<file path="config.mk">
export PLATFORM = sky130hd
export DESIGN_NAME = reg_file_sb_flat
export DESIGN_NICKNAME = d
export VERILOG_FILES = /design/src/rtl/reg_file_sb_if.sv /design/src/rtl/reg_file_sb.sv /design/src/flat_wrapper.sv
export SDC_FILE = /design/constraint.sdc
export NUM_CORES = 1
export LEC_CHECK = 0
export BUFFER_PORTS_ARGS = -buffer_cell sky130_fd_sc_hd__buf_2
export CAP_MARGIN = 20
export CORE_UTILIZATION = 51
export DETAILED_ROUTE_END_ITERATION = 10
export GPL_TIMING_DRIVEN = 0
export HOLD_SLACK_MARGIN = 0.03
export MAX_ROUTING_LAYER = met4
export PLACE_DENSITY = 0.87
export SLEW_MARGIN = 15
export SYNTH_ARGS = -nofsm -noshare
export SYNTH_HDL_FRONTEND = slang
export SYNTH_SLANG_ARGS = --single-unit
export TNS_END_PERCENT = 50
</file>
<file path="constraint.sdc">
create_clock -name clock -period 1.2 [get_ports clock]
set_input_delay 0.12 -clock clock [delete_from_list [all_inputs] [get_ports clock]]
set_output_delay 0.12 -clock clock [all_outputs]
set_load 0.02 [all_outputs]
</file>
<file path="src/rtl/reg_file_sb_if.sv">
// Register-file bus: two combinational read ports, one write port and the
// load-reservation scoreboard controls.
interface reg_file_sb_if #(
    parameter int DATA_W = 16,
    parameter int ADDR_W = 2
);
    localparam int NREGS = 1 << ADDR_W;

    logic [ADDR_W-1:0] rr1;
    logic [ADDR_W-1:0] rr2;
    logic [ADDR_W-1:0] wr;
    logic [DATA_W-1:0] wd;
    logic              regwrite;
    logic              pend_set;
    logic [ADDR_W-1:0] pend_addr;
    logic [DATA_W-1:0] rd1;
    logic [DATA_W-1:0] rd2;
    logic              stall;
    logic [NREGS-1:0]  pending;

    modport master (
        output rr1, rr2, wr, wd, regwrite, pend_set, pend_addr,
        input  rd1, rd2, stall, pending
    );

    modport slave (
        input  rr1, rr2, wr, wd, regwrite, pend_set, pend_addr,
        output rd1, rd2, stall, pending
    );
endinterface

</file>
<file path="src/rtl/reg_file_sb.sv">
// Register file with hard-wired zero register, optional write-to-read
// forwarding and a pending-load scoreboard that raises stall on hazards.
module reg_file_sb #(
    parameter int DATA_W = 16,
    parameter int ADDR_W = 2,
    parameter int BYPASS = 1
) (
    input  logic          clock,
    input  logic          reset_n,
    reg_file_sb_if.slave  bus
);
    localparam int NREGS = 1 << ADDR_W;

    logic [DATA_W-1:0] regs_reg [NREGS];
    logic [NREGS-1:0]  pending_reg;
    logic [NREGS-1:0]  pending_next;

    // Register 0 is never written, so it holds zero from reset onward.
    always_ff @(negedge clock or negedge reset_n) begin
        if (!reset_n) begin
            for (int i = 0; i < NREGS; i++) begin
                regs_reg[i] <= '0;
            end
        end else if (bus.regwrite && (bus.wr != '0)) begin
            regs_reg[bus.wr] <= bus.wd;
        end
    end

    genvar gi;
    generate
        for (gi = 0; gi < NREGS; gi++) begin : g_pend
            if (gi == 0) begin : g_zero
                assign pending_next[gi] = 1'b0;
            end else begin : g_bit
                // A reservation on the same edge as the retiring write wins.
                assign pending_next[gi] =
                    (bus.pend_set && (bus.pend_addr == ADDR_W'(gi))) ||
                    (pending_reg[gi] && !(bus.regwrite && (bus.wr == ADDR_W'(gi))));
            end
        end
    endgenerate

    always_ff @(negedge clock or negedge reset_n) begin
        if (!reset_n) begin
            pending_reg <= '0;
        end else begin
            pending_reg <= pending_next;
        end
    end

    logic [ADDR_W-1:0] rr_addr [2];
    logic [DATA_W-1:0] rd_data [2];
    logic [1:0]        hazard;

    assign rr_addr[0] = bus.rr1;
    assign rr_addr[1] = bus.rr2;

    generate
        for (gi = 0; gi < 2; gi++) begin : g_port
            logic fwd;
            assign fwd = (BYPASS != 0) && bus.regwrite && (bus.wr != '0) &&
                         (bus.wr == rr_addr[gi]);
            // Outputs are forced quiet while reset is held, even if a write is presented.
            assign rd_data[gi] = (!reset_n || (rr_addr[gi] == '0)) ? '0 :
                                 fwd ? bus.wd : regs_reg[rr_addr[gi]];
            assign hazard[gi]  = pending_reg[rr_addr[gi]] && !fwd;
        end
    endgenerate

    assign bus.rd1     = rd_data[0];
    assign bus.rd2     = rd_data[1];
    assign bus.stall   = reset_n && (|hazard);
    assign bus.pending = pending_reg;
endmodule

</file>
<file path="src/flat_wrapper.sv">
// flat-port wrapper written by rule: the top's interface ports become plain ports
module reg_file_sb_flat 
#(
    parameter int DATA_W = 16,
    parameter int ADDR_W = 2,
    parameter int BYPASS = 1
)
  (clock, reset_n, bus_rr1, bus_rr2, bus_wr, bus_wd, bus_regwrite, bus_pend_set, bus_pend_addr, bus_rd1, bus_rd2, bus_stall, bus_pending);
  reg_file_sb_if #(.DATA_W(DATA_W), .ADDR_W(ADDR_W)) bus_i ();
  input  logic clock;
  input  logic reset_n;
  input wire logic [$bits(bus_i.rr1)-1:0] bus_rr1;
  input wire logic [$bits(bus_i.rr2)-1:0] bus_rr2;
  input wire logic [$bits(bus_i.wr)-1:0] bus_wr;
  input wire logic [$bits(bus_i.wd)-1:0] bus_wd;
  input wire logic [$bits(bus_i.regwrite)-1:0] bus_regwrite;
  input wire logic [$bits(bus_i.pend_set)-1:0] bus_pend_set;
  input wire logic [$bits(bus_i.pend_addr)-1:0] bus_pend_addr;
  output wire logic [$bits(bus_i.rd1)-1:0] bus_rd1;
  output wire logic [$bits(bus_i.rd2)-1:0] bus_rd2;
  output wire logic [$bits(bus_i.stall)-1:0] bus_stall;
  output wire logic [$bits(bus_i.pending)-1:0] bus_pending;
  assign bus_i.rr1 = bus_rr1;
  assign bus_i.rr2 = bus_rr2;
  assign bus_i.wr = bus_wr;
  assign bus_i.wd = bus_wd;
  assign bus_i.regwrite = bus_regwrite;
  assign bus_i.pend_set = bus_pend_set;
  assign bus_i.pend_addr = bus_pend_addr;
  assign bus_rd1 = bus_i.rd1;
  assign bus_rd2 = bus_i.rd2;
  assign bus_stall = bus_i.stall;
  assign bus_pending = bus_i.pending;
  reg_file_sb #(.DATA_W(DATA_W), .ADDR_W(ADDR_W), .BYPASS(BYPASS)) u_core (.clock(clock), .reset_n(reset_n), .bus(bus_i));
endmodule
</file>
# Word level (Yosys, flattened, before mapping)
# Index checks and enable logic that the tools add are counted.
[classes]
magnitude_cmp = 6
n_eq_ne = 8
muxes = 17
bitwise = 3
reduce_logical = 31
[ops]
columns = ["operator", "count"]
rows = [
  ["$mux 16", 9],
  ["$bmux 16 s2", 2],
  ["$bwmux 64", 1],
  ["$demux 16 s2", 1],
  ["$logic_and 1x1->1", 16],
  ["$ge 3x3->1 const B", 3],
  ["$not 2->3", 3],
  ["$eq 2x2->1 const B", 4],
  ["$logic_not 1->1", 6],
  ["$lt 2x3->1 const B", 2],
  ["$logic_or 1x1->1", 5],
  ["$bmux 1 s2", 2],
  ["$eq 2x1->1 const B", 2],
  ["$eq 2x2->1", 2],
  ["$logic_not 2->1", 2],
  ["$lt 3x1->1 const B", 1],
  ["$mux 1", 2],
  ["$reduce_bool 2->1", 1],
  ["$reduce_or 2->1", 1],
]
[totals]
regBits = 67
in_bits = 28
wordCells = 70

# Longest topological paths before layout
# Gate-level depths: netlist of the first run.
[depth]
depth_word = 7
ltp_mapped = 6
depth_no_buf = 4

==> results of run 1 <==
critical path: stages (launching register included):
cell and delay [ns]:
sky130_fd_sc_hd__dfrtn_1 0.36, sky130_fd_sc_hd__mux4_2 0.47, sky130_fd_sc_hd__mux2i_1 0.15, sky130_fd_sc_hd__nor2_1 0.09, sky130_fd_sc_hd__buf_4 0.20
through the flow:
stage	instances	setup slack (ns)
6_report	469	-1.11
5_1_grt	469	-1.18
4_1_cts	461	-1.09
3_5_place_dp	435	-0.891
3_3_place_gp	434	-1.69
2_1_floorplan	275	-0.608
layer usage:
layer	wire length, um	GRT usage [%]	vias up
met5	0	-	-
met1	3910	32.6	1430
li1	-	-	1196
met3	423	4.29	20
met2	4890	41.2	98
met4	197	9.97	0
worst paths after layout:
check	cells past startpoint	to	startpoint	slack, ns
max in group asynchronous	2	u_core.regs_reg[30]$_DFFE_NN0P_	reset_n	0.46
setup / recovery	4	bus_rd2[15]	u_core.regs_reg[15]$_DFFE_NN0P_	-1.11
hold / removal	1	u_core.regs_reg[1]$_DFFE_NN0P_	reset_n	0.16
setup reg to reg	3	u_core.regs_reg[0]$_DFFE_NN0P_	u_core.regs_reg[0]$_DFFE_NN0P_	0.17
hold reg to reg	1	u_core.regs_reg[59]$_DFFE_NN0P_	u_core.regs_reg[59]$_DFFE_NN0P_	0.43
min in group clock	1	u_core.regs_reg[59]$_DFFE_NN0P_	u_core.regs_reg[59]$_DFFE_NN0P_	0.43
cell families after synthesis:
logic type	after synthesis	share of synthesized area [%]
buffers and inverters	36	4.77
AO/OA/AOI/OAI	10	2.86
multiplexers	114	42.2
other	1	0.0986
flip-flops	67	44.1
XOR/XNOR	2	0.658
AND/OR/NAND/NOR	45	5.39
timing repair:
item,in CTS,in global routing
pin swaps,5,3
gates cloned,1,0
endpoints found under the setup margin,87,82
setup buffers,9,9
resized for setup,26,11
area by class of cell:
class / count / area (um^2) / area share [%]
sequential: 67 / 1680 / 35.3
inverter: 1 / 3.75 / 0.0790
clock buffer: 14 / 153 / 3.21
timing repair buffer: 79 / 526 / 11.1
clock inverter: 2 / 35.0 / 0.737
multi-input combinational: 172 / 1990 / 41.9
tap: 99 / 124 / 2.61
buffer: 35 / 245 / 5.16
power groups by stage:
stage / sequential, mW / clock, mW / combinational [mW]
after global placement: 2.84 / 0 / 1.53
after detailed placement: 2.89 / 0 / 1.59
after global routing: 2.89 / 1.97 / 1.91
after floorplan: 2.82 / 0 / 1.16
after CTS: 2.85 / 1.86 / 1.73
final: 2.87 / 1.86 / 1.79
cells in the final DEF (no fill, tap or decap), types with 2 or more instances in the layout:
cell,count
sky130_fd_sc_hd__nand2_1,2
sky130_fd_sc_hd__buf_4,27
sky130_fd_sc_hd__a32o_1,2
sky130_fd_sc_hd__o21ai_1,2
sky130_fd_sc_hd__mux4_2,32
sky130_fd_sc_hd__mux2_2,47
sky130_fd_sc_hd__dfrtn_1,67
sky130_fd_sc_hd__nand3_1,2
sky130_fd_sc_hd__mux2i_1,32
sky130_fd_sc_hd__buf_12,3
sky130_fd_sc_hd__clkbuf_8,10
sky130_fd_sc_hd__nand3b_1,4
sky130_fd_sc_hd__mux2_4,3
sky130_fd_sc_hd__nor2_1,32
sky130_fd_sc_hd__buf_6,11
sky130_fd_sc_hd__buf_2,51
sky130_fd_sc_hd__buf_8,2
sky130_fd_sc_hd__clkbuf_1,23
==> qor.csv, run 1 <==
stage;metric;value;unit
synthesis;post-synthesis net count;303;
job;number of max-cap violations;0;
synthesis;top flip-flop cell by instance count after synthesis;sky130_fd_sc_hd__dfrtn_1;
placement;port buffer count;60;
clock_tree;clock transition at the register clock pins on the worst setup and hold paths after CTS;0.05;ns
critical_path;Crit path arrival time;2.19;ns
floorplanning;initial core utilization;52.7;%
synthesis;count of unique library cells instantiated by Yosys;27;
sta;Final Setup Violations;85;
final_layout;final cell area excluding filler cells;4750;um^2
floorplanning;die span in x;88.4;um
clock_tree;H-tree lvl count;3;
synthesis;count of flip-flops with a built-in enable after synthesis;0;
pwr;cell-internal power;4.63;mW
routing;count of vias placed by the detailed router;2744;
pwr;power consumption;6.52;mW
floorplanning;placeable core region;7210;um^2
sta;transition time at the pin with the least slew margin;0.676;ns
run_status;outcome;finished with violations;
sta;worst setup skew after layout;0;ns
sta;worst hold slack;0.164;ns
pwr;share of total power in sequential cells;44.0;%
sta;RSZ-0062 raised after global routing;true;
synthesis;number of warnings printed during yosys synthesis;0;
clock_tree;count of hold-fix buffers inserted at cts;0;
synthesis;top cell type's share of synthesized area;44.1;%
routing;final antenna-violating net count;0;
sta;final critical-path setup slack;-1.11;ns
synthesis;flip-flop and latch count after synthesis;67;
final_layout;number of fillers in the final layout;519;
final_layout;antenna diode count;0;
sta;number of max-slew violations in the final report;0;
final_layout;layout cells sized above 1;53.8;%
synthesis;Async S/R FF share, synth;100;%
sta;Final TNS setup;-45.91;ns
pwr;switching share of total power;28.9;%
clock_tree;CTS tree;done;
synthesis;number of instances in the synthesized netlist;275;
global_routing;via count of the first global-routing pass;2732;
synthesis;Avg Synthesized Cell Area;13.8;um^2
critical_path;type of origin of the critical path;flip-flop;
critical_path;capturing element type of the critical path;primary output;
run_status;failing checks;negative setup slack;
clock_tree;maximum buffer depth of the clock tree;2;
synthesis;commonest cells in the netlist;sky130_fd_sc_hd__dfrtn_1 (67), sky130_fd_sc_hd__mux2_2 (50), sky130_fd_sc_hd__mux2i_1 (32), sky130_fd_sc_hd__mux4_2 (32), sky130_fd_sc_hd__nor2_1 (32);
final_layout;number of flip-flops under the largest register name;64;
placement;placed instance area;4310;um^2
floorplanning;I/O pin count;65;
synthesis;share of synthesized area occupied by flip-flops and latches;44.1;%
floorplanning;number of cell rows;31;
synthesis;most frequent cell after synthesis;sky130_fd_sc_hd__dfrtn_1;
routing;WL per Instance;20.1;um
sta;final hold violation count;0;
final_layout;# nets final;393;
pwr;Leak Pwr;2.20;nW
floorplanning;overall die height;88.4;um
placement;routability congestion estimate from global placement;0.769;
clock_tree;CTS Sinks;67;
global_routing;initial antenna violation count;0;
global_routing;maximum number of pins on one net before global-route repair;51;
clock_tree;clk_lat worst skew;0.32;ns
clock_tree;root buffer cell;sky130_fd_sc_hd__clkbuf_8;
synthesis;most area-consuming cells after synthesis;sky130_fd_sc_hd__dfrtn_1 (44%), sky130_fd_sc_hd__mux4_2 (19%), sky130_fd_sc_hd__mux2_2 (15%);
synthesis;Cell Area, Synth;3800;um^2
final_layout;Area Overhead vs Synth;24.9;%
pwr;switching power total;1.89;mW
routing;post-detailed-route DRC marker count;0;
routing;WL final;9.42;mm
pwr;PwrDens;1370;nW/um^2
synthesis;library cell occupying the most area in the post-synthesis netlist;sky130_fd_sc_hd__dfrtn_1;
routing;Detailed Routing Iterations Pass 1;4;
critical_path;crit path kind;reg -> out;
hold_path;Tightest Hold Check Type;in -> async;
global_routing;remaining global-route overflow;0;
sta;tightest slew margin relative to the limit;54.6;%
global_routing;first-pass GRT wire length;14.0;mm
pwr;Peak VDD IR;0.00133;V
critical_path;top fanout value on the critical path;3;
routing;via count normalized by instance count;5.85;
clock_tree;CTS buffer count;9;
global_routing;GRT Total Usage;25.6;%
final_layout;core occupancy in the finished layout;65.9;%
placement;final HPWL from detailed placement;5.97;mm
routing;Iteration-0 DRC Markers;261;
pwr;Clock power frac;28.5;%
floorplanning;die area;7810;um^2
critical_path;WP data required;1.08;ns
pwr;Logic pwr share;27.5;%
(Power assumes the default switching activity.)
==> run 2: changes to the inputs <==
--- a/config.mk
+++ b/config.mk
@@ -12,7 +12,8 @@
 export GPL_TIMING_DRIVEN = 0
 export HOLD_SLACK_MARGIN = 0.03
 export MAX_ROUTING_LAYER = met4
-export PLACE_DENSITY = 0.87
+export PLACE_DENSITY = 0.8
+export RECOVER_POWER = 50
 export SLEW_MARGIN = 15
 export SYNTH_ARGS = -nofsm -noshare
 export SYNTH_HDL_FRONTEND = slang
==> run 2 against run 1 <==
  * The flow still finishes with violations (negative setup slack)
  * Final cell count decreased by 0.85%
  * Sequential power is essentially flat
  * Sequential share of layout area about the same
  * Global-route usage down 0.084 points
  * Via count shrank 3.7%
  * First-iteration DRC count shrank 27%
  * Register-to-register slack improved by 0.03 ns
  * Clock power is 3% higher
  * Clock skew is the same
  * Power rose by 0.45%
  * Critical path type unchanged
  * Critical endpoint unchanged
==> qor.csv, run 2 (same netlist as run 1, synthesis figures left out) <==
stage;metric;value;unit
run_status;outcome;finished with violations;
run_status;failing checks;negative setup slack;
routing;via count normalized by instance count;5.68;
clock_tree;root buffer cell;sky130_fd_sc_hd__clkbuf_8;
critical_path;Worst path max stage delay;0.46;ns
global_routing;via count of the first global-routing pass;2652;
global_routing;maximum number of pins on one net before global-route repair;54;
sta;RSZ-0062 raised after global routing;true;
critical_path;Bufs and invs on worst path;1;
floorplanning;die span in x;88.4;um
global_routing;remaining global-route overflow;0;
final_layout;most frequent standard cell in the layout excluding fill and tap cells;sky130_fd_sc_hd__dfrtn_1;
final_layout;Area Overhead vs Synth;25.0;%
critical_path;capturing element type of the critical path;primary output;
final_layout;core occupancy in the finished layout;65.9;%
sta;transition time at the pin with the least slew margin;0.680;ns
floorplanning;initial core utilization;52.7;%
final_layout;layout cells sized above 1;53.3;%
global_routing;initial antenna violation count;0;
final_layout;antenna diode count;0;
pwr;PwrDens;1380;nW/um^2
pwr;Peak VDD IR;0.000884;V
sta;number of max-slew violations in the final report;0;
routing;count of vias placed by the detailed router;2642;
final_layout;number of flip-flops under the largest register name;64;
routing;WL per Instance;18.7;um
hold_path;Tightest Hold Check Type;in -> async;
final_layout;leading cell types in the layout, fill and taps excluded;sky130_fd_sc_hd__dfrtn_1 (67), sky130_fd_sc_hd__buf_2 (50), sky130_fd_sc_hd__mux2_2 (40);
sta;final hold violation count;0;
routing;final antenna-violating net count;0;
critical_path;type of origin of the critical path;flip-flop;
clock_tree;clock transition at the register clock pins on the worst setup and hold paths after CTS;0.05;ns
clock_tree;H-tree lvl count;3;
clock_tree;CTS tree;done;
critical_path;Crit path arrival time;2.22;ns
global_routing;GRT Total Usage;25.5;%
clock_tree;count of hold-fix buffers inserted at cts;0;
job;number of max-cap violations;0;
floorplanning;I/O pin count;65;
sta;final critical-path setup slack;-1.14;ns
floorplanning;number of cell rows;31;
sta;worst setup skew after layout;0;ns
placement;final HPWL from detailed placement;5.75;mm
floorplanning;die area;7810;um^2
final_layout;# nets final;389;
pwr;Leak Pwr;2.22;nW
floorplanning;overall die height;88.4;um
clock_tree;maximum buffer depth of the clock tree;2;
routing;WL final;8.71;mm
critical_path;top fanout value on the critical path;3;
clock_tree;CTS Sinks;67;
sta;Final Setup Violations;80;
critical_path;cells along the critical path;mux4_2, mux2i_1, nor2_1, buf_2;
critical_path;family of cells with the greatest summed delay on the critical path;multiplexers;
critical_path;crit path kind;reg -> out;
routing;post-detailed-route DRC marker count;0;
routing;Iteration-0 DRC Markers;190;
placement;placed instance area;4310;um^2
pwr;power consumption;6.55;mW
placement;pre-CTS setup slack;-0.853;ns
final_layout;final cell area excluding filler cells;4750;um^2
placement;port buffer count;60;
final_layout;number of fillers in the final layout;547;
placement;routability congestion estimate from global placement;0.785;
critical_path;standard cell with the maximum stage delay on the critical path;sky130_fd_sc_hd__mux4_2;
critical_path;WP data required;1.08;ns
sta;Final TNS setup;-44.28;ns
sta;tightest slew margin relative to the limit;54.6;%
floorplanning;placeable core region;7210;um^2
clock_tree;clk_lat worst skew;0.33;ns
global_routing;first-pass GRT wire length;13.9;mm
clock_tree;CTS buffer count;9;
routing;Detailed Routing Iterations Pass 1;4;
## run 2: cell count changes in the layout (fill, tap and decap cells not counted), sizes merged
cell	previous run	this run
clkinvlp	0	1
clkinv	1	4
buf	95	90
clkbuf	33	30
## run 2: path summary, 6_finish.rpt
check,start,endpoint,slack (ns),depth (start not counted)
max reg2reg,u_core.regs_reg[5]$_DFFE_NN0P_,u_core.regs_reg[5]$_DFFE_NN0P_,0.20,3
min reg2reg,u_core.regs_reg[57]$_DFFE_NN0P_,u_core.regs_reg[57]$_DFFE_NN0P_,0.43,1
min in group clock,u_core.regs_reg[57]$_DFFE_NN0P_,u_core.regs_reg[57]$_DFFE_NN0P_,0.43,1
max,u_core.regs_reg[15]$_DFFE_NN0P_,bus_rd2[15],-1.14,4
min,reset_n,u_core.regs_reg[3]$_DFFE_NN0P_,0.24,1
max in group asynchronous,reset_n,u_core.regs_reg[48]$_DFFE_NN0P_,0.30,2
## run 2: per-layer routing
| metal | global-route usage (%) | part of all wire, % | vias up |
|---|---|---|---|
| met1 | 32.7 | 45 | 1373 |
| met3 | 5.69 | 3.8 | 17 |
| met5 | - | 0 | - |
| met2 | 39.8 | 50 | 70 |
| met4 | 9.97 | 1.6 | 0 |
| li1 | - | - | 1182 |
## run 2: repair_timing
action / in CTS / in global routing
cloned: 1 / 0
gates resized for setup: 22 / 21
setup buffers: 8 / 7
setup endpoints to repair: 87 / 80
pin swaps: 5 / 0
endpoints found under the hold margin: 0 / 0
## run 2: power breakdown
part	total [mW]	switching [mW]	leakage (nW)	internal, mW
Combinational	1.78	0.766	1.29	1.01
Sequential	2.85	0.234	0.826	2.62
Clock	1.92	0.901	0.102	1.02
Total	6.55	1.90	2.22	4.65
## run 2: area by class of cell
type / count / area (um^2) / share of cell area [%]
multi-input cells: 172 / 2000 / 42.0
flip-flops and latches: 67 / 1680 / 35.3
repair buffers: 75 / 499 / 10.5
plain buffers: 35 / 250 / 5.26
clock buffers: 10 / 138 / 2.89
well taps: 99 / 124 / 2.61
clock inverters: 6 / 65.1 / 1.37
inverters: 1 / 3.75 / 0.0789
## run 2: metrics by stage
stage,instances,hold WS [ns]
after CTS,460,0.146
after detailed placement,435,0.426
after floorplan,275,0.316
after global placement,434,0.413
final,465,0.238
after global routing,465,0.265
